`src/rtl/fetch_top_if.sv`:
```
// Instruction-memory request/ready bus between the fetch stage (master) and instruction memory (slave).
interface fetch_top_if #(
  parameter int ADDR_SIZE  = 32,
  parameter int INSTR_SIZE = 32
);
  logic                  imem_req;
  logic [ADDR_SIZE-1:0]  imem_addr;
  logic                  imem_ready;
  logic [INSTR_SIZE-1:0] imem_data;

  modport master (output imem_req, output imem_addr, input imem_ready, input imem_data);
  modport slave  (input imem_req, input imem_addr, output imem_ready, output imem_data);
endinterface

```
`src/rtl/fetch_top.sv`:
```
// Instruction-fetch stage: PC, variable-latency imem handshake, redirect/squash and a one-entry
// hold buffer that absorbs decode stalls.
module fetch_top #(
  parameter int                    ADDR_SIZE  = 32,
  parameter int                    INSTR_SIZE = 32,
  parameter logic [ADDR_SIZE-1:0]  RESET_PC   = 32'h0000_1000,
  parameter logic [INSTR_SIZE-1:0] NOP_INSTR  = 32'h0000_0000
) (
  input  logic                  clk,
  input  logic                  reset,
  input  logic                  stall,
  input  logic                  is_jump,
  input  logic [ADDR_SIZE-1:0]  jump_addr,
  input  logic                  branch_taken,
  input  logic [ADDR_SIZE-1:0]  branch_addr,
  fetch_top_if.master           imem,
  output logic [ADDR_SIZE-1:0]  out_pc,
  output logic [INSTR_SIZE-1:0] out_instruction,
  output logic                  out_valid
);

  typedef enum logic [1:0] {S_IDLE, S_REQ, S_HOLD, S_DRAIN} state_e;

  state_e                  state_q, state_d;
  logic [ADDR_SIZE-1:0]    pc_q, pc_d;
  logic [ADDR_SIZE-1:0]    addr_q, addr_d;
  logic [ADDR_SIZE-1:0]    out_pc_q, out_pc_d;
  logic [INSTR_SIZE-1:0]   out_instr_q, out_instr_d;
  logic                    out_valid_q, out_valid_d;
  logic                    buf_valid_q, buf_valid_d;
  logic [ADDR_SIZE-1:0]    buf_pc_q, buf_pc_d;
  logic [INSTR_SIZE-1:0]   buf_instr_q, buf_instr_d;
  logic [ADDR_SIZE-1:0]    redirect_pc_q, redirect_pc_d;
  logic                    redirect_pending_q, redirect_pending_d;

  logic                    req;
  logic                    resp;
  logic                    jump_accept;
  logic                    redirect;
  logic [ADDR_SIZE-1:0]    redirect_target;
  logic [ADDR_SIZE-1:0]    seq_pc;

  // A jump counts only when decode actually takes it, so a stalled jump redirects exactly once.
  assign jump_accept     = is_jump && out_valid_q && !stall;
  assign redirect        = branch_taken || jump_accept;
  assign redirect_target = branch_taken ? branch_addr : jump_addr;
  assign req             = (state_q == S_REQ) || (state_q == S_DRAIN);
  assign resp            = (state_q == S_REQ) && imem.imem_ready;
  assign seq_pc          = pc_q + ADDR_SIZE'(4);

  assign imem.imem_req   = req;
  assign imem.imem_addr  = addr_q;
  assign out_pc          = out_pc_q;
  assign out_instruction = out_instr_q;
  assign out_valid       = out_valid_q;

  always_comb begin
    state_d            = state_q;
    pc_d               = pc_q;
    addr_d             = addr_q;
    out_pc_d           = out_pc_q;
    out_instr_d        = out_instr_q;
    out_valid_d        = out_valid_q;
    buf_valid_d        = buf_valid_q;
    buf_pc_d           = buf_pc_q;
    buf_instr_d        = buf_instr_q;
    redirect_pc_d      = redirect_pc_q;
    redirect_pending_d = redirect_pending_q;

    if (redirect) begin
      out_valid_d = 1'b0;
      out_instr_d = NOP_INSTR;
      buf_valid_d = 1'b0;
      pc_d        = redirect_target;
      // An unanswered request must stay on the bus; its answer is dropped in DRAIN.
      if (req && !imem.imem_ready) begin
        redirect_pc_d      = redirect_target;
        redirect_pending_d = 1'b1;
        state_d            = S_DRAIN;
      end else begin
        addr_d             = redirect_target;
        redirect_pending_d = 1'b0;
        state_d            = S_REQ;
      end
    end else begin
      case (state_q)
        S_IDLE: state_d = S_REQ;
        S_REQ: begin
          if (resp) begin
            pc_d   = seq_pc;
            addr_d = seq_pc;
          end
          if (!stall) begin
            if (buf_valid_q) begin
              out_pc_d    = buf_pc_q;
              out_instr_d = buf_instr_q;
              out_valid_d = 1'b1;
              buf_valid_d = resp;
              buf_pc_d    = addr_q;
              buf_instr_d = imem.imem_data;
            end else if (resp) begin
              out_pc_d    = addr_q;
              out_instr_d = imem.imem_data;
              out_valid_d = 1'b1;
            end else begin
              out_valid_d = 1'b0;
              out_instr_d = NOP_INSTR;
            end
          end else if (resp) begin
            buf_valid_d = 1'b1;
            buf_pc_d    = addr_q;
            buf_instr_d = imem.imem_data;
            state_d     = S_HOLD;
          end
        end
        S_HOLD: begin
          if (!stall) begin
            out_pc_d    = buf_pc_q;
            out_instr_d = buf_instr_q;
            out_valid_d = buf_valid_q;
            buf_valid_d = 1'b0;
            addr_d      = pc_q;
            state_d     = S_REQ;
          end
        end
        S_DRAIN: begin
          if (redirect_pending_q && imem.imem_ready) begin
            addr_d             = redirect_pc_q;
            pc_d               = redirect_pc_q;
            redirect_pending_d = 1'b0;
            state_d            = S_REQ;
          end
        end
        default: state_d = S_IDLE;
      endcase
    end
  end

  always_ff @(posedge clk or negedge reset) begin
    if (!reset) begin
      state_q            <= S_IDLE;
      pc_q               <= RESET_PC;
      addr_q             <= RESET_PC;
      out_pc_q           <= RESET_PC;
      out_instr_q        <= NOP_INSTR;
      out_valid_q        <= 1'b0;
      buf_valid_q        <= 1'b0;
      buf_pc_q           <= '0;
      buf_instr_q        <= '0;
      redirect_pc_q      <= RESET_PC;
      redirect_pending_q <= 1'b0;
    end else begin
      state_q            <= state_d;
      pc_q               <= pc_d;
      addr_q             <= addr_d;
      out_pc_q           <= out_pc_d;
      out_instr_q        <= out_instr_d;
      out_valid_q        <= out_valid_d;
      buf_valid_q        <= buf_valid_d;
      buf_pc_q           <= buf_pc_d;
      buf_instr_q        <= buf_instr_d;
      redirect_pc_q      <= redirect_pc_d;
      redirect_pending_q <= redirect_pending_d;
    end
  end

endmodule

```
`src/flat_wrapper.sv`:
```
// flat-port wrapper written by rule: the top's interface ports become plain ports
module fetch_top_flat 
#(
  parameter int                    ADDR_SIZE  = 32,
  parameter int                    INSTR_SIZE = 32,
  parameter logic [ADDR_SIZE-1:0]  RESET_PC   = 32'h0000_1000,
  parameter logic [INSTR_SIZE-1:0] NOP_INSTR  = 32'h0000_0000
)
  (clk, reset, stall, is_jump, jump_addr, branch_taken, branch_addr, out_pc, out_instruction, out_valid, imem_imem_req, imem_imem_addr, imem_imem_ready, imem_imem_data);
  fetch_top_if #(.ADDR_SIZE(ADDR_SIZE), .INSTR_SIZE(INSTR_SIZE)) imem_i ();
  input  logic clk;
  input  logic reset;
  input  logic stall;
  input  logic is_jump;
  input  logic [ADDR_SIZE-1:0] jump_addr;
  input  logic branch_taken;
  input  logic [ADDR_SIZE-1:0] branch_addr;
  output logic [ADDR_SIZE-1:0] out_pc;
  output logic [INSTR_SIZE-1:0] out_instruction;
  output logic out_valid;
  output wire logic [$bits(imem_i.imem_req)-1:0] imem_imem_req;
  output wire logic [$bits(imem_i.imem_addr)-1:0] imem_imem_addr;
  input wire logic [$bits(imem_i.imem_ready)-1:0] imem_imem_ready;
  input wire logic [$bits(imem_i.imem_data)-1:0] imem_imem_data;
  assign imem_imem_req = imem_i.imem_req;
  assign imem_imem_addr = imem_i.imem_addr;
  assign imem_i.imem_ready = imem_imem_ready;
  assign imem_i.imem_data = imem_imem_data;
  fetch_top #(.ADDR_SIZE(ADDR_SIZE), .INSTR_SIZE(INSTR_SIZE), .RESET_PC(RESET_PC), .NOP_INSTR(NOP_INSTR)) u_core (.clk(clk), .reset(reset), .stall(stall), .is_jump(is_jump), .jump_addr(jump_addr), .branch_taken(branch_taken), .branch_addr(branch_addr), .imem(imem_i), .out_pc(out_pc), .out_instruction(out_instruction), .out_valid(out_valid));
endmodule
```
`config.mk`:
```
export PLATFORM = sky130hd
export DESIGN_NAME = fetch_top_flat
export DESIGN_NICKNAME = d
export VERILOG_FILES = /design/src/rtl/fetch_top_if.sv /design/src/rtl/fetch_top.sv /design/src/flat_wrapper.sv
export SDC_FILE = /design/constraint.sdc
export NUM_CORES = 1
export LEC_CHECK = 0
export CORE_MARGIN = 2
export CORE_UTILIZATION = 58
export CTS_CLUSTER_SIZE = 40
export DETAILED_ROUTE_END_ITERATION = 8
export PLACE_DENSITY = 0.95
export SLEW_MARGIN = 20
export SYNTH_ARGS = -nofsm -noshare
export SYNTH_HDL_FRONTEND = slang
export SYNTH_SLANG_ARGS = --single-unit
```
`constraint.sdc`:
```
create_clock -name clk -period 4.76 [get_ports clk]
set_input_delay 0.952 -clock clk [delete_from_list [all_inputs] [get_ports clk]]
set_output_delay 0.952 -clock clk [all_outputs]
set_load 0.01 [all_outputs]
```
# Word level (Yosys, flattened, before mapping)
# Cells that the tools add are included.
# classes
addsub	1
n_eq_ne	14
muxes	48
bitwise_logic	1
n_reduce_logical	26
# op_table
op	count
two-way mux 32 bit	21
one-hot mux 32 bit (2 select lines)	3
one-hot mux 32 bit (3 select lines)	1
adder 32 x 3 -> 32 bit (second input constant)	1
two-way mux 1 bit	14
two-way mux 2 bit	6
inequality test 3 x 2 -> 1 bit (second input constant)	4
AND reduction 5 bit	2
AND reduction 3 bit	3
one-hot mux 2 bit (4 select lines)	1
AND reduction 4 bit	2
nonzero test 2 bit	4
inequality test 2 bit (second input constant)	3
inequality test 3 x 1 -> 1 bit (second input constant)	2
nonzero test 3 bit	2
logical AND 1 bit	5
equality test 2 bit (second input constant)	2
inequality test 4 x 2 -> 1 bit (second input constant)	1
one-hot mux 1 bit (2 select lines)	2
AND reduction 2 bit	2
nonzero test 4 bit	1
equality test 2 x 1 -> 1 bit (second input constant)	1
zero test 1 bit	2
zero test 2 bit	1
other kinds (3)	4
# totals
regBits	229
output_inout_bits	98

# Longest topological paths before layout
# Gate-level depths: netlist of the first run.
# logic_depth
depth_word	7
depth_mapped	11
ltp_nobuf	8

# Worst setup path after synthesis of the first run
# OpenSTA, ideal clock, no wires.
# synth_path
kind	input-to-reg
start	input stall
end	register u_core.buf_instr_q[0]
arrival_time_ps	2468
required_ps	4635
slack_ps	2168
stages	8
cell_sequence	buf_2 -> and3b_1 -> buf_2 -> nor2_1 -> and3_1 -> buf_2 -> buf_2 -> mux2_2
# synth_via
elab_chain_len	5
word_cells_on_any_way	8
classes_between	eq/ne (1); mux (1); bitwise (1); reduce/logical (5)
# synth_lines
item	line_no	source
start: declaration	flat_wrapper.sv:13	input logic stall;
zero test 1 bit	fetch_top.sv:44	assign jump_accept = is_jump && out_valid_q && !stall;
logical AND 1 bit	fetch_top.sv:44	
logical OR 1 bit	fetch_top.sv:45	assign redirect = branch_taken || jump_accept;
NOT 1 bit (no line)	-	
AND reduction 4 bit (no line)	-	
end signal: assignment	fetch_top.sv:161	buf_instr_q <= buf_instr_d;
end: declaration	fetch_top.sv:32	logic [INSTR_SIZE-1:0] buf_instr_q, buf_instr_d;
# Parallel ways exist; a longest one is shown, timed or not.
# A chain may end at the register's enable or synchronous reset.

# Worst setup path in the final report of the first run
# layout_path
start	register u_core.state_q[1]
end	output imem_imem_req
# layout_via
elab_chain_len	2
word_cells_on_any_way	3
classes_between	eq/ne (2); reduce/logical (1)
# layout_lines
item	line_no	source
start: declaration	fetch_top.sv:24	state_e state_q, state_d;
start signal: assignment	fetch_top.sv:153	state_q <= state_d;
equality test 2 x 1 -> 1 bit / equality test 2 bit (equally long branches)	fetch_top.sv:47	assign req = (state_q == S_REQ) || (state_q == S_DRAIN);
logical OR 1 bit *	fetch_top.sv:47	
end: declaration	flat_wrapper.sv:21	output wire logic [$bits(imem_i.imem_req)-1:0] imem_imem_req;
# Mark *: on every way between the ends. The rest lies on a longest branch, timed or not.

==> impl_metrics.json, run 1 <==
{
  "status": "finished, final reports clean",
  "p_sw_mw": 3.54,
  "critPathSlowestCell": "buf_4",
  "r2r-end": "u_core.imem.imem_addr[17]",
  "p_leak_nw": 6.03,
  "finalClockSkew_ns": 0.00807,
  "p_int_mw": 5.72,
  "dp_hpwl_um": 22800,
  "cp.required_ns": 3.81,
  "ctsHoldBuffers": 0,
  "startpoint_type": "flop",
  "drc_errors": 0,
  "hold_viol": 0,
  "clock-sinks": 229,
  "grt_pass1_vias": 10800,
  "root_buffer": "clkbuf_16",
  "drive_gt1_frac": 0.114,
  "clock_path_buffers": 3,
  "initial_utilization": 0.585,
  "initialDrtViolationCount": 1447,
  "max_freq_mhz": 261,
  "clk_pin_slew_worst_paths_ns": 0.06,
  "rsz0062_at_grt": "false",
  "dieWidth_um": 146,
  "synth-xor-area-share": 0.0134,
  "peakVddDrop_uv": 454,
  "p_per_area_nw_per_um2": 632,
  "ys_seq_area_frac": 0.489,
  "via_count": 10700,
  "cp_max_fo": 69,
  "diodes": 0,
  "reg2reg_depth": 7,
  "power_frac_clock": 0.203,
  "max_stage_delay_ns": 0.64,
  "worstSetupPathType": "flop to primary output",
  "htreeDepth": 1,
  "core_sq_um": 20000,
  "cts_resized": 0,
  "synth_most_common_cell": "dfrtp_1",
  "yosysWarnings": 0,
  "combPwrFrac": 0.409,
  "synth_commonest_cells": "dfrtp_1, nor2_1, nand2_1, o21ai_0, a21oi_1",
  "synthTopCellsByArea": "dfrtp_1, mux2_2, mux2i_1",
  "io_buffers": 199,
  "setup_violations": 0,
  "final_area_sq_um": 14700,
  "ant_nets": 0,
  "grt_max_degree": 111,
  "ios": 200,
  "tns_ns": 0,
  "clock_latency_ns": 0.52,
  "synth_edf_count": 0,
  "cts_tree": "yes",
  "p_sw_frac": 0.383,
  "synth_fa_ha_area_frac": 0.00427,
  "avgSynthCellArea_sq_um": 9.81,
  "postSynthCellCount": 1196,
  "slew-limit-headroom": 0.413,
  "ys_types": 65,
  "syn2layout_area_growth_pct": 25.0,
  "final_max_slew_viol_count": 0,
  "rrSetupSlack_ns": 1.47,
  "wire_per_inst_um": 21.3,
  "critPathTopFamily": "buffers and inverters",
  "crit_chain": "ha_2 -> buf_4 -> nor2_1 -> inv_1 -> clkdlybuf4s50_1",
  "synthesis.area_sq_um": 11700,
  "synthesis.nets": 1302,
  "final_nets": 1451,
  "async_reset_ff_frac": 1.00,
  "synth-compound-area-share": 0.195,
  "yosysTopAreaCell": "dfrtp_1",
  "dpl_cell_area_sq_um": 13900,
  "viasPerCell": 6.58,
  "endpoint_kind": "primary output",
  "yosysTopAreaCellShare": 0.480,
  "drt_first_pass_iters": 7,
  "post_cts_buffers": 0,
  "post-route-period-util": 0.804,
  "synth_top_family_by_area": "compound AO/OA/AOI/OAI gates",
  "cts_made_buffers": 24,
  "hp-class": "input port to asynchronous set/reset pin",
  "drv_cap": 0,
  "antenna_found_initial": 0,
  "ys_ff_latch": 229,
  "grt_pass1_wl_um": 55800,
  "hold_ws_ns": 0.474,
  "rows": 52,
  "r2r-start": "u_core.state_q[1]",
  "synthFlopType": "dfrtp_1",
  "wirelength_um": 34800,
  "die_y_um": 146,
  "path_buf_inv": 3,
  "crit_arrival_ns": 2.88,
  "dieArea_sq_um": 21400,
  "synth-simple-area-share": 0.130,
  "p_seq_frac": 0.388,
  "fin_crit_ns": 3.83,
  "grt_use_total": 0.322,
  "worst_pin_slew_ns": 0.880,
  "synth.area.mux_share": 0.129,
  "gp_congestion": 0.939,
  "gr-total-overflow": 0
}
[power by group through the flow]
stage	sequential, mW	clock [mW]	combinational (mW)
after CTS	3.56	1.88	3.75
final	3.59	1.88	3.79
after global routing	3.69	1.97	4.08
after floorplan	3.47	0	2.13
after detailed placement	3.57	0	3.69
after global placement	3.49	0	3.50
[state kept, by name, summed over array words and instances, names as in the netlist]
register / flops
u_core.buf_instr_q: 32
u_core.redirect_pc_q: 32
u_core.buf_pc_q: 32
u_core.redirect_pending_q: 1
u_core.pc_q: 32
u_core.out_pc: 32
u_core.imem.imem_addr: 32
u_core.buf_valid_q: 1
u_core.out_instruction: 32
u_core.out_valid: 1
u_core.state_q: 2
[layer usage]
metal	wire length (um)	share of wire	vias to the layer above	track usage
met1	13100	0.38	5165	0.427
met3	3840	0.11	176	0.0722
met2	16200	0.47	759	0.516
met5	0	0	-	0
met4	1580	0.046	0	0.138
li1	-	-	4645	-
[worst max path at each step]
stage                           start                   endpoint  slack (ns)  depth (start not counted)
floorplan                       stall      u_core.buf_instr_q[0]        2.17                          8
global placement                stall  u_core.imem.imem_addr[17]        0.94                          8
detailed placement              stall  u_core.imem.imem_addr[17]        0.81                          8
CTS                 u_core.state_q[0]              imem_imem_req        1.01                          5
global route        u_core.state_q[0]              imem_imem_req        0.82                          5
finish              u_core.state_q[1]              imem_imem_req        0.93                          5
[worst register-to-register path: stages, from the launching register on]
cell     delay (ns)
dfrtp_1        0.41
ha_2           0.43
buf_4          0.64
a21oi_1        0.23
o22ai_2        0.66
nor2_1         0.28
buf_4          0.23
a221o_1        0.29
[cell families after synthesis]
| family | Yosys count |
|---|---|
| fa+ha+maj | 4 |
| xor+xnor | 18 |
| buf+inv | 113 |
| flops | 229 |
| mux | 143 |
| simple gates | 334 |
| compound gates | 355 |
[cell usage in the layout (no fill, tap or decap), drive strengths merged, types with 4 or more instances in the layout]
cell type	synthesis	layout
nand4	15	15
a31oi	10	10
a21o	8	8
xor2	6	6
clkbuf	58	32
inv	9	9
nand2	110	110
dfrtp	225	225
nor3	8	8
buf	44	28
a221o	6	6
a221oi	9	9
clkdlybuf4s50	0	197
clkinv	2	11
ha	4	4
and2	12	12
or3	9	9
dfstp	4	4
a32oi	6	6
o31ai	12	12
nor2b	4	4
mux2	68	68
mux2i	75	75
nand2b	11	11
xnor2	12	12
nand3	25	25
o311ai	8	8
o22ai	7	7
and3	10	10
a21oi	83	83
nor2	119	119
a211oi	38	38
a22oi	40	40
o21ai	97	97
[layout make-up]
class	instances	area, sq um
Clock buffer	32	671
Timing Repair Buffer	225	2200
Sequential cell	229	5740
Clock inverter	11	120
Fill cell	1324	5380
Multi-Input combinational cell	854	5560
Inverter	11	41.3
Tap cell	270	338
[stage by stage]
| step | cells | setup WS [ns] | power [mW] | util |
|---|---|---|---|---|
| finish | 1632 | 0.932 | 9.26 | 0.732 |
| global route | 1632 | 0.823 | 9.74 | 0.732 |
| CTS | 1632 | 1.01 | 9.19 | 0.732 |
| detailed placement | 1589 | 0.813 | 7.27 | 0.692 |
| global placement | 1589 | 0.942 | 6.98 | 0.692 |
| floorplan | 1196 | 2.17 | 5.61 | - |
Power figures use the tool's default switching activity.
==> run 2, diff against run 1 <==
--- a/config.mk
+++ b/config.mk
@@ -6,10 +6,10 @@
 export NUM_CORES = 1
 export LEC_CHECK = 0
 export CORE_MARGIN = 2
-export CORE_UTILIZATION = 58
+export CORE_UTILIZATION = 49
 export CTS_CLUSTER_SIZE = 40
 export DETAILED_ROUTE_END_ITERATION = 8
-export PLACE_DENSITY = 0.95
+export PLACE_DENSITY = 0.9
 export SLEW_MARGIN = 20
 export SYNTH_ARGS = -nofsm -noshare
 export SYNTH_HDL_FRONTEND = slang
==> constraint.sdc (replaced) <==
create_clock -name clk -period 3.1 [get_ports clk]
set_input_delay 0.62 -clock clk [delete_from_list [all_inputs] [get_ports clk]]
set_output_delay 0.62 -clock clk [all_outputs]
set_load 0.01 [all_outputs]
==> impl_metrics.json, run 2 (synthesis results as in run 1) <==
{
  "viasPerCell": 6.17,
  "peakVddDrop_uv": 386,
  "die_y_um": 159,
  "clock_path_buffers": 3,
  "final_nets": 1465,
  "grt_use_total": 0.269,
  "crit_arrival_ns": 2.16,
  "post_cts_buffers": 0,
  "startpoint_type": "flop",
  "tns_ns": 0,
  "gr-total-overflow": 0,
  "clock_latency_ns": 0.52,
  "drv_cap": 0,
  "p_total_mw": 14.6,
  "cp_max_fo": 10,
  "drt_first_pass_iters": 6,
  "syn2layout_area_growth_pct": 28.2,
  "io_buffers": 199,
  "grt_pass1_vias": 10200,
  "multiInputGateArea_sq_um": 5560,
  "worst_pin_slew_ns": 0.743,
  "rrSetupSlack_ns": 0.60,
  "p_per_area_nw_per_um2": 974,
  "worstSetupPathType": "flop to primary output",
  "fillers": 1777,
  "dieArea_sq_um": 25200,
  "core_sq_um": 23500,
  "r2r-start": "u_core.pc_q[4]",
  "max_freq_mhz": 360,
  "slew-limit-headroom": 0.505,
  "finalNonFillerCells": 1695,
  "diodes": 0,
  "via_count": 10500,
  "initialDrtViolationCount": 1189,
  "gp_congestion": 0.928,
  "dp_hpwl_um": 23400,
  "initial_utilization": 0.500,
  "clk_pin_slew_worst_paths_ns": 0.06,
  "ant_nets": 0,
  "cts_tree": "yes",
  "cts_made_buffers": 24,
  "endpoint_kind": "primary output",
  "wirelength_um": 34600,
  "p_leak_nw": 6.18,
  "grt_max_degree": 90,
  "cts_resized": 0,
  "drive_gt1_frac": 0.124,
  "crit_start": "u_core.state_q[1]",
  "seqCellArea_sq_um": 5740,
  "ctsHoldBuffers": 0,
  "antenna_found_initial": 0,
  "htreeDepth": 1,
  "setup_violations": 0,
  "final_max_slew_viol_count": 0,
  "final_cell_mix": "dfrtp_1, clkdlybuf4s50_1, nor2_1",
  "finalClockSkew_ns": 0.0147,
  "ios": 200,
  "dieWidth_um": 159,
  "rows": 56,
  "wire_per_inst_um": 20.4,
  "status": "finished, final reports clean",
  "root_buffer": "clkbuf_16",
  "cp.required_ns": 2.48,
  "post-route-period-util": 0.896,
  "clock-sinks": 229,
  "drc_errors": 0,
  "grt_pass1_wl_um": 55200,
  "layout_commonest_cell": "dfrtp_1",
  "rsz0062_at_grt": "false",
  "hp-class": "input port to asynchronous set/reset pin",
  "place_inst": 1652,
  "hold_viol": 0,
  "fin_crit_ns": 2.78
}
-- run 2: cell types whose count changed in the layout (fill, tap and decap cells not counted), sizes merged --
| cell | delta |
|---|---|
| clkinv | -6 |
| clkbuf | -1 |
| clkinvlp | +2 |
| buf | +14 |
| bufinv | +5 |
-- run 2: worst paths after layout --
check                                            end  cells after the start
setup / recovery                       imem_imem_req                      5
hold / removal               u_core.redirect_pc_q[3]                      1
setup reg to reg           u_core.imem.imem_addr[29]                      6
hold reg to reg                    u_core.out_pc[26]                      2
max in group asynchronous   u_core.redirect_pc_q[17]                      2
min in group clk                   u_core.out_pc[26]                      2
-- run 2: final cells by class --
cell class,instances,share of cell area
clock inverter,12,0.0160
inverter,11,0.00275
sequential,229,0.381
clock buffer,31,0.0444
tap,319,0.0265
multi-input combinational,854,0.370
timing repair buffer,239,0.159
-- run 2: layer usage --
metal | part of all wire | up-vias | GRT usage
li1 | - | 4687 | -
met3 | 0.085 | 145 | 0.0394
met2 | 0.46 | 596 | 0.430
met4 | 0.045 | 0 | 0.118
met1 | 0.41 | 5032 | 0.365
met5 | 0 | - | 0
-- run 2: metrics by stage --
step / hold WS, ns / util / setup slack (ns) / cell area [sq um]
after CTS: 0.159 / 0.641 / 0.327 / 15000
after floorplan: 0.324 / - / 0.840 / 11700
final: 0.110 / 0.641 / 0.321 / 15000
after detailed placement: 0.470 / 0.602 / 0.287 / 14100
after global routing: 0.173 / 0.641 / 0.262 / 15000
after global placement: 0.462 / 0.602 / 0.386 / 14100
-- run 2: worst max-delay path, stage by stage, from the launching register on --
cell and delay (ns):
dfrtp_1 0.42, inv_1 0.08, ha_1 0.36, nor2_1 0.15
inv_1 0.08, clkdlybuf4s50_1 0.54
-- run 2: power by group --
| part | internal [mW] | total (mW) | switching [mW] |
|---|---|---|---|
| combinational | 2.83 | 5.83 | 3.00 |
| sequential | 4.33 | 5.52 | 1.19 |
| clock | 2.10 | 3.29 | 1.19 |
| total | 9.26 | 14.6 | 5.38 |
==> patch 1 (config.mk and constraints of run 2) <==
`ADDR_SIZE` is set to 32 in 3 places; all go to 64.
--- a/src/rtl/fetch_top_if.sv
+++ b/src/rtl/fetch_top_if.sv
@@ -1,5 +1,5 @@
 // Instruction-memory request/ready bus between the fetch stage (master) and instruction memory (slave).
 interface fetch_top_if #(
-  parameter int ADDR_SIZE  = 32,
+  parameter int ADDR_SIZE  = 64,
   parameter int INSTR_SIZE = 32
 );
--- a/src/rtl/fetch_top.sv
+++ b/src/rtl/fetch_top.sv
@@ -2,5 +2,5 @@
 // hold buffer that absorbs decode stalls.
 module fetch_top #(
-  parameter int                    ADDR_SIZE  = 32,
+  parameter int                    ADDR_SIZE  = 64,
   parameter int                    INSTR_SIZE = 32,
   parameter logic [ADDR_SIZE-1:0]  RESET_PC   = 32'h0000_1000,
--- a/src/flat_wrapper.sv
+++ b/src/flat_wrapper.sv
@@ -2,5 +2,5 @@
 module fetch_top_flat 
 #(
-  parameter int                    ADDR_SIZE  = 32,
+  parameter int                    ADDR_SIZE  = 64,
   parameter int                    INSTR_SIZE = 32,
   parameter logic [ADDR_SIZE-1:0]  RESET_PC   = 32'h0000_1000,
Interface: changed (resized branch_addr, imem_imem_addr, jump_addr and out_pc); port bits go from 200 to 328. The function was not compared with the original's and may differ.
==> patch 1 against run 2 <==
Sequential cell count increased by 160; synthesized area rose by 76%; setup slack lost 0.19 ns; first-iteration DRC count grew 110%; final cell count is 83% higher; total power is 95% higher; sequential share of layout area decreased by 1.1 points; final area grew 75%; via count rose by 93%; core utilization decreased by 1.1 points; routed wire length rose by 99%; largest power group unchanged.
==> patch 1: results (changes against run 2) <==
Outcome
  • Outcome: complete, no violations (unchanged)

Placed design
  • PortBufs: 327 (was 199)
  • Placed insts: 3032 (was 1652)
  • Post-DP HPWL: 46500 um (was 23400 um)
  • DP Area: 24800 um2 (was 14100 um2)
  • Pre-CTS WS: 0.192 ns (was 0.287 ns)
  • Placer's final routability congestion estimate: 0.947 (was 0.928)

Timing
  • Slew @ Worst Pin: 1.01 ns (was 0.743 ns)
  • Worst hold slack: 0.0315 ns (was 0.110 ns)
  • Hold Fails Final Rpt: 0 (unchanged)
  • Skew final: 0.0223 ns (was 0.0147 ns)
  • Final Critical Period: 2.97 ns (was 2.78 ns)

Setup path
  • Crit path max-delay family: simple AND/OR/NAND/NOR gates (was buffers and inverters)
  • CP max stage delay: 0.48 ns (was 0.54 ns)
  • CP Max Fanout: 7 (was 10)
  • Slowest CP cell: and4_1 (was clkdlybuf4s50_1)
  • Worst setup startpoint: u_core.pc_q[2] (was u_core.state_q[1])
  • WP data arrival: 3.47 ns (was 2.16 ns)
  • R2R Setup Slk: 0.13 ns (was 0.60 ns)
  • CP endpoint: u_core.pc_q[62] (was imem_imem_req)
  • Worst-case reg-to-reg path depth: 8 (was 6)

Clock network
  • Clock Latency Late Sink: 0.57 ns (was 0.52 ns)
  • TritonCTS Buffers: 42 (was 24)
  • Clk root buf: clkbuf_16 (unchanged)
  • CTS H-tree depth: 2 (was 1)
  • Clock-pin slew on the worst setup and hold paths: 0.07 ns
  • Maximum buffer depth of the clock tree: 3 (unchanged)

Logic synthesis
  • XOR/XNOR Fraction of Synth Area: 0.510% (was 1.34%)
  • Synth cell types: 72 (was 65)
  • Sequential share of the synthesized area: 47.2% (was 48.9%)
  • Multiplexer share of the synthesized area: 8.91% (was 12.9%)
  • Largest cells by area after synthesis: dfrtp_1, nand2_1, mux2_2 (was dfrtp_1, mux2_2, mux2i_1)
  • Post-synth top cells: dfrtp_1, nand2_1, o21ai_0, clkbuf_1, nor2_1 (was dfrtp_1, nor2_1, nand2_1, o21ai_0, a21oi_1)
  • Syn avg cell area: 9.04 um2 (was 9.81 um2)
  • Compound-gate portion of the synthesized area: 21.3% (was 19.5%)
  • Post-Synth Adder-Cell Area: 0.243% (was 0.427%)
  • Post-synth net total: 2451 (was 1302)

GRT
  • Global-route wire length before repair: 108000 um (was 55200 um)
  • Largest net degree at the start of global routing: 97 (was 90)
  • Initial antenna violation count: 2 (was 0)
  • Overall Global Routing Usage: 30.8% (was 26.9%)

Layout
  • Layout cell share with drive strength beyond 1: 11.7% (was 12.4%)
  • Nets: 2707 (was 1465)
  • # fillers: 3293 (was 1777)

Power
  • Worst vdd ir: 0.000737 V (was 0.000386 V)
  • Leakage: 0.0108 uW (was 0.00618 uW)

Drt
  • DR vias/cell: 6.48 (was 6.17)
  • Pre-antenna DRT Iters: 6 (unchanged)
  • Initial drt markers: 2528 (was 1189)
  • Via total after detailed routing: 20100 (was 10500)
  • Final wirelength: 68900 um (was 34600 um)

Min path
  • Worst Hold Class: in2async (unchanged)
[patch 1: final cells by class]
cell class | instances | area, um2 | share of cell area [%]
clock inverter | 13 | 149 | 0.566
sequential | 389 | 9740 | 37.0
multi-input combinational | 1662 | 10100 | 38.4
clock buffer | 64 | 1330 | 5.05
antenna | 1 | 2.50 | 0.00951
inverter | 27 | 101 | 0.385
timing repair buffer | 415 | 4200 | 16.0
tap | 539 | 674 | 2.56
[patch 1: layer usage]
metal	wire, um	up-vias	track usage (%)
met3	6520	272	6.49
li1	-	8828	-
met1	25800	9846	38.5
met5	13	-	0
met4	3300	2	15.6
met2	33200	1195	50.9
[patch 1: what timing repair did]
action / 4_1_cts / 5_1_grt
hold endpoints to repair: 0 / 0
gates resized for setup: 0 / 1
setup endpoints to repair: 0 / 1
[patch 1: power breakdown]
group          total [uW]  internal (uW)  switching, uW
Clock                5320           3210           2110
Sequential          10000           7580           2470
Combinational       13200           5740           7470
Total               28600          16500          12100
==> patch 2 (settings of run 2) <==
Made on the original files. Take the reset off `buf_pc_q` and `buf_instr_q` and load them in a clocked block of their own.
--- a/src/rtl/fetch_top.sv
+++ b/src/rtl/fetch_top.sv
@@ -146,6 +146,4 @@
       out_valid_q        <= 1'b0;
       buf_valid_q        <= 1'b0;
-      buf_pc_q           <= '0;
-      buf_instr_q        <= '0;
       redirect_pc_q      <= RESET_PC;
       redirect_pending_q <= 1'b0;
@@ -158,6 +156,4 @@
       out_valid_q        <= out_valid_d;
       buf_valid_q        <= buf_valid_d;
-      buf_pc_q           <= buf_pc_d;
-      buf_instr_q        <= buf_instr_d;
       redirect_pc_q      <= redirect_pc_d;
       redirect_pending_q <= redirect_pending_d;
@@ -165,4 +161,9 @@
   end
 
+  always_ff @(posedge clk) begin
+    buf_pc_q    <= buf_pc_d;
+    buf_instr_q <= buf_instr_d;
+  end
+
 endmodule
 
Check against the original RTL: no difference found for any inputs over 4 cycles, from zero or initial values and one cycle with reset low; that may be too few to reach the edited logic, so the function may still have changed.
==> patch 2 against run 2 <==
Total power fell by 11%; synthesized cell count fell by 8.7%; sequential cell count did not move; largest cell class unchanged; final area is 5.2% lower; setup slack lost 0.11 ns; routed wire length is 9.1% lower; highest routed layer unchanged; global-route usage is 1.1 points lower; synthesized area decreased by 4.2%; count of clock-buffer cells in the layout is 1 higher; critical path depth did not move.
==> patch 2: results (changes against run 2) <==
Placed design
  • Placed insts: 1524 (was 1652)
  • Post-DP HPWL: 21800 um (was 23400 um)
  • Placer's final routability congestion estimate: 0.939 (was 0.928)

Outcome
  • Outcome: complete, no violations (unchanged)

Layout
  • Finished Layout Cells: 1566 (was 1695)
  • Nets: 1370 (was 1465)
  • # fillers: 1722 (was 1777)
  • Layout cell share with drive strength beyond 1: 8.28% (was 12.4%)

GRT
  • Vias in the first global route: 9278 (was 10200)
  • M2 GR Usage: 41.8% (was 43.0%)
  • Met1 usage: 34.8% (was 36.5%)
  • Largest net degree at the start of global routing: 71 (was 90)

Drt
  • DR vias/cell: 6.21 (was 6.17)
  • Initial drt markers: 1338 (was 1189)
  • Met1 wire length: 12500 um (was 14100 um)
  • Final wirelength: 31400 um (was 34600 um)

Power
  • Worst vdd ir: 0.000506 V (was 0.000386 V)
  • Leakage: 0.00569 uW (was 0.00618 uW)

Setup path
  • Critical R2R Launch: u_core.pc_q[2] (was u_core.pc_q[4])
  • CP Max Fanout: 26 (was 10)
  • Crit Reg-Reg Endpoint: u_core.imem.imem_addr[28] (was u_core.imem.imem_addr[29])

Timing
  • Worst hold slack: 0.104 ns (was 0.110 ns)
  • Slew @ Worst Pin: 0.846 ns (was 0.743 ns)
  • Skew final: 0.0127 ns (was 0.0147 ns)
  • Final period util: 93.1% (was 89.6%)

Logic synthesis
  • EDFF count, synth: 64 (was 0)
  • Largest cells by area after synthesis: dfrtp_1, edfxtp_1, mux2i_1 (was dfrtp_1, mux2_2, mux2i_1)
  • Post-synth ARST share: 72.1% (was 100%)
==> patch 2: logic make-up after synthesis <==
logic type	count (synthesis)	synth area share [%]
XOR/XNOR	16	1.25
buffers and inverters	101	4.18
multiplexers	77	6.93
adder cells (fa/ha/maj)	4	0.445
AO/OA/AOI/OAI	361	20.9
flip-flops	229	53.9
AND/OR/NAND/NOR	304	12.4
==> patch 2: final cells by class <==
cell class | instances | area share, %
diodes | 1 | 0.0176
multi-input cells | 762 | 33.3
clock inverters | 9 | 0.483
well taps | 285 | 2.50
inverters | 9 | 0.237
flip-flops and latches | 229 | 42.5
repair buffers | 239 | 16.5
clock buffers | 32 | 4.48
==> patch 2: power breakdown <==
group	switching, uW	leakage, uW	internal (uW)	total (uW)
Combinational	2750	0.00272	2410	5160
Sequential	955	0.00262	4210	5170
Clock	1120	0.000349	1520	2640
Total	4820	0.00569	8140	13000
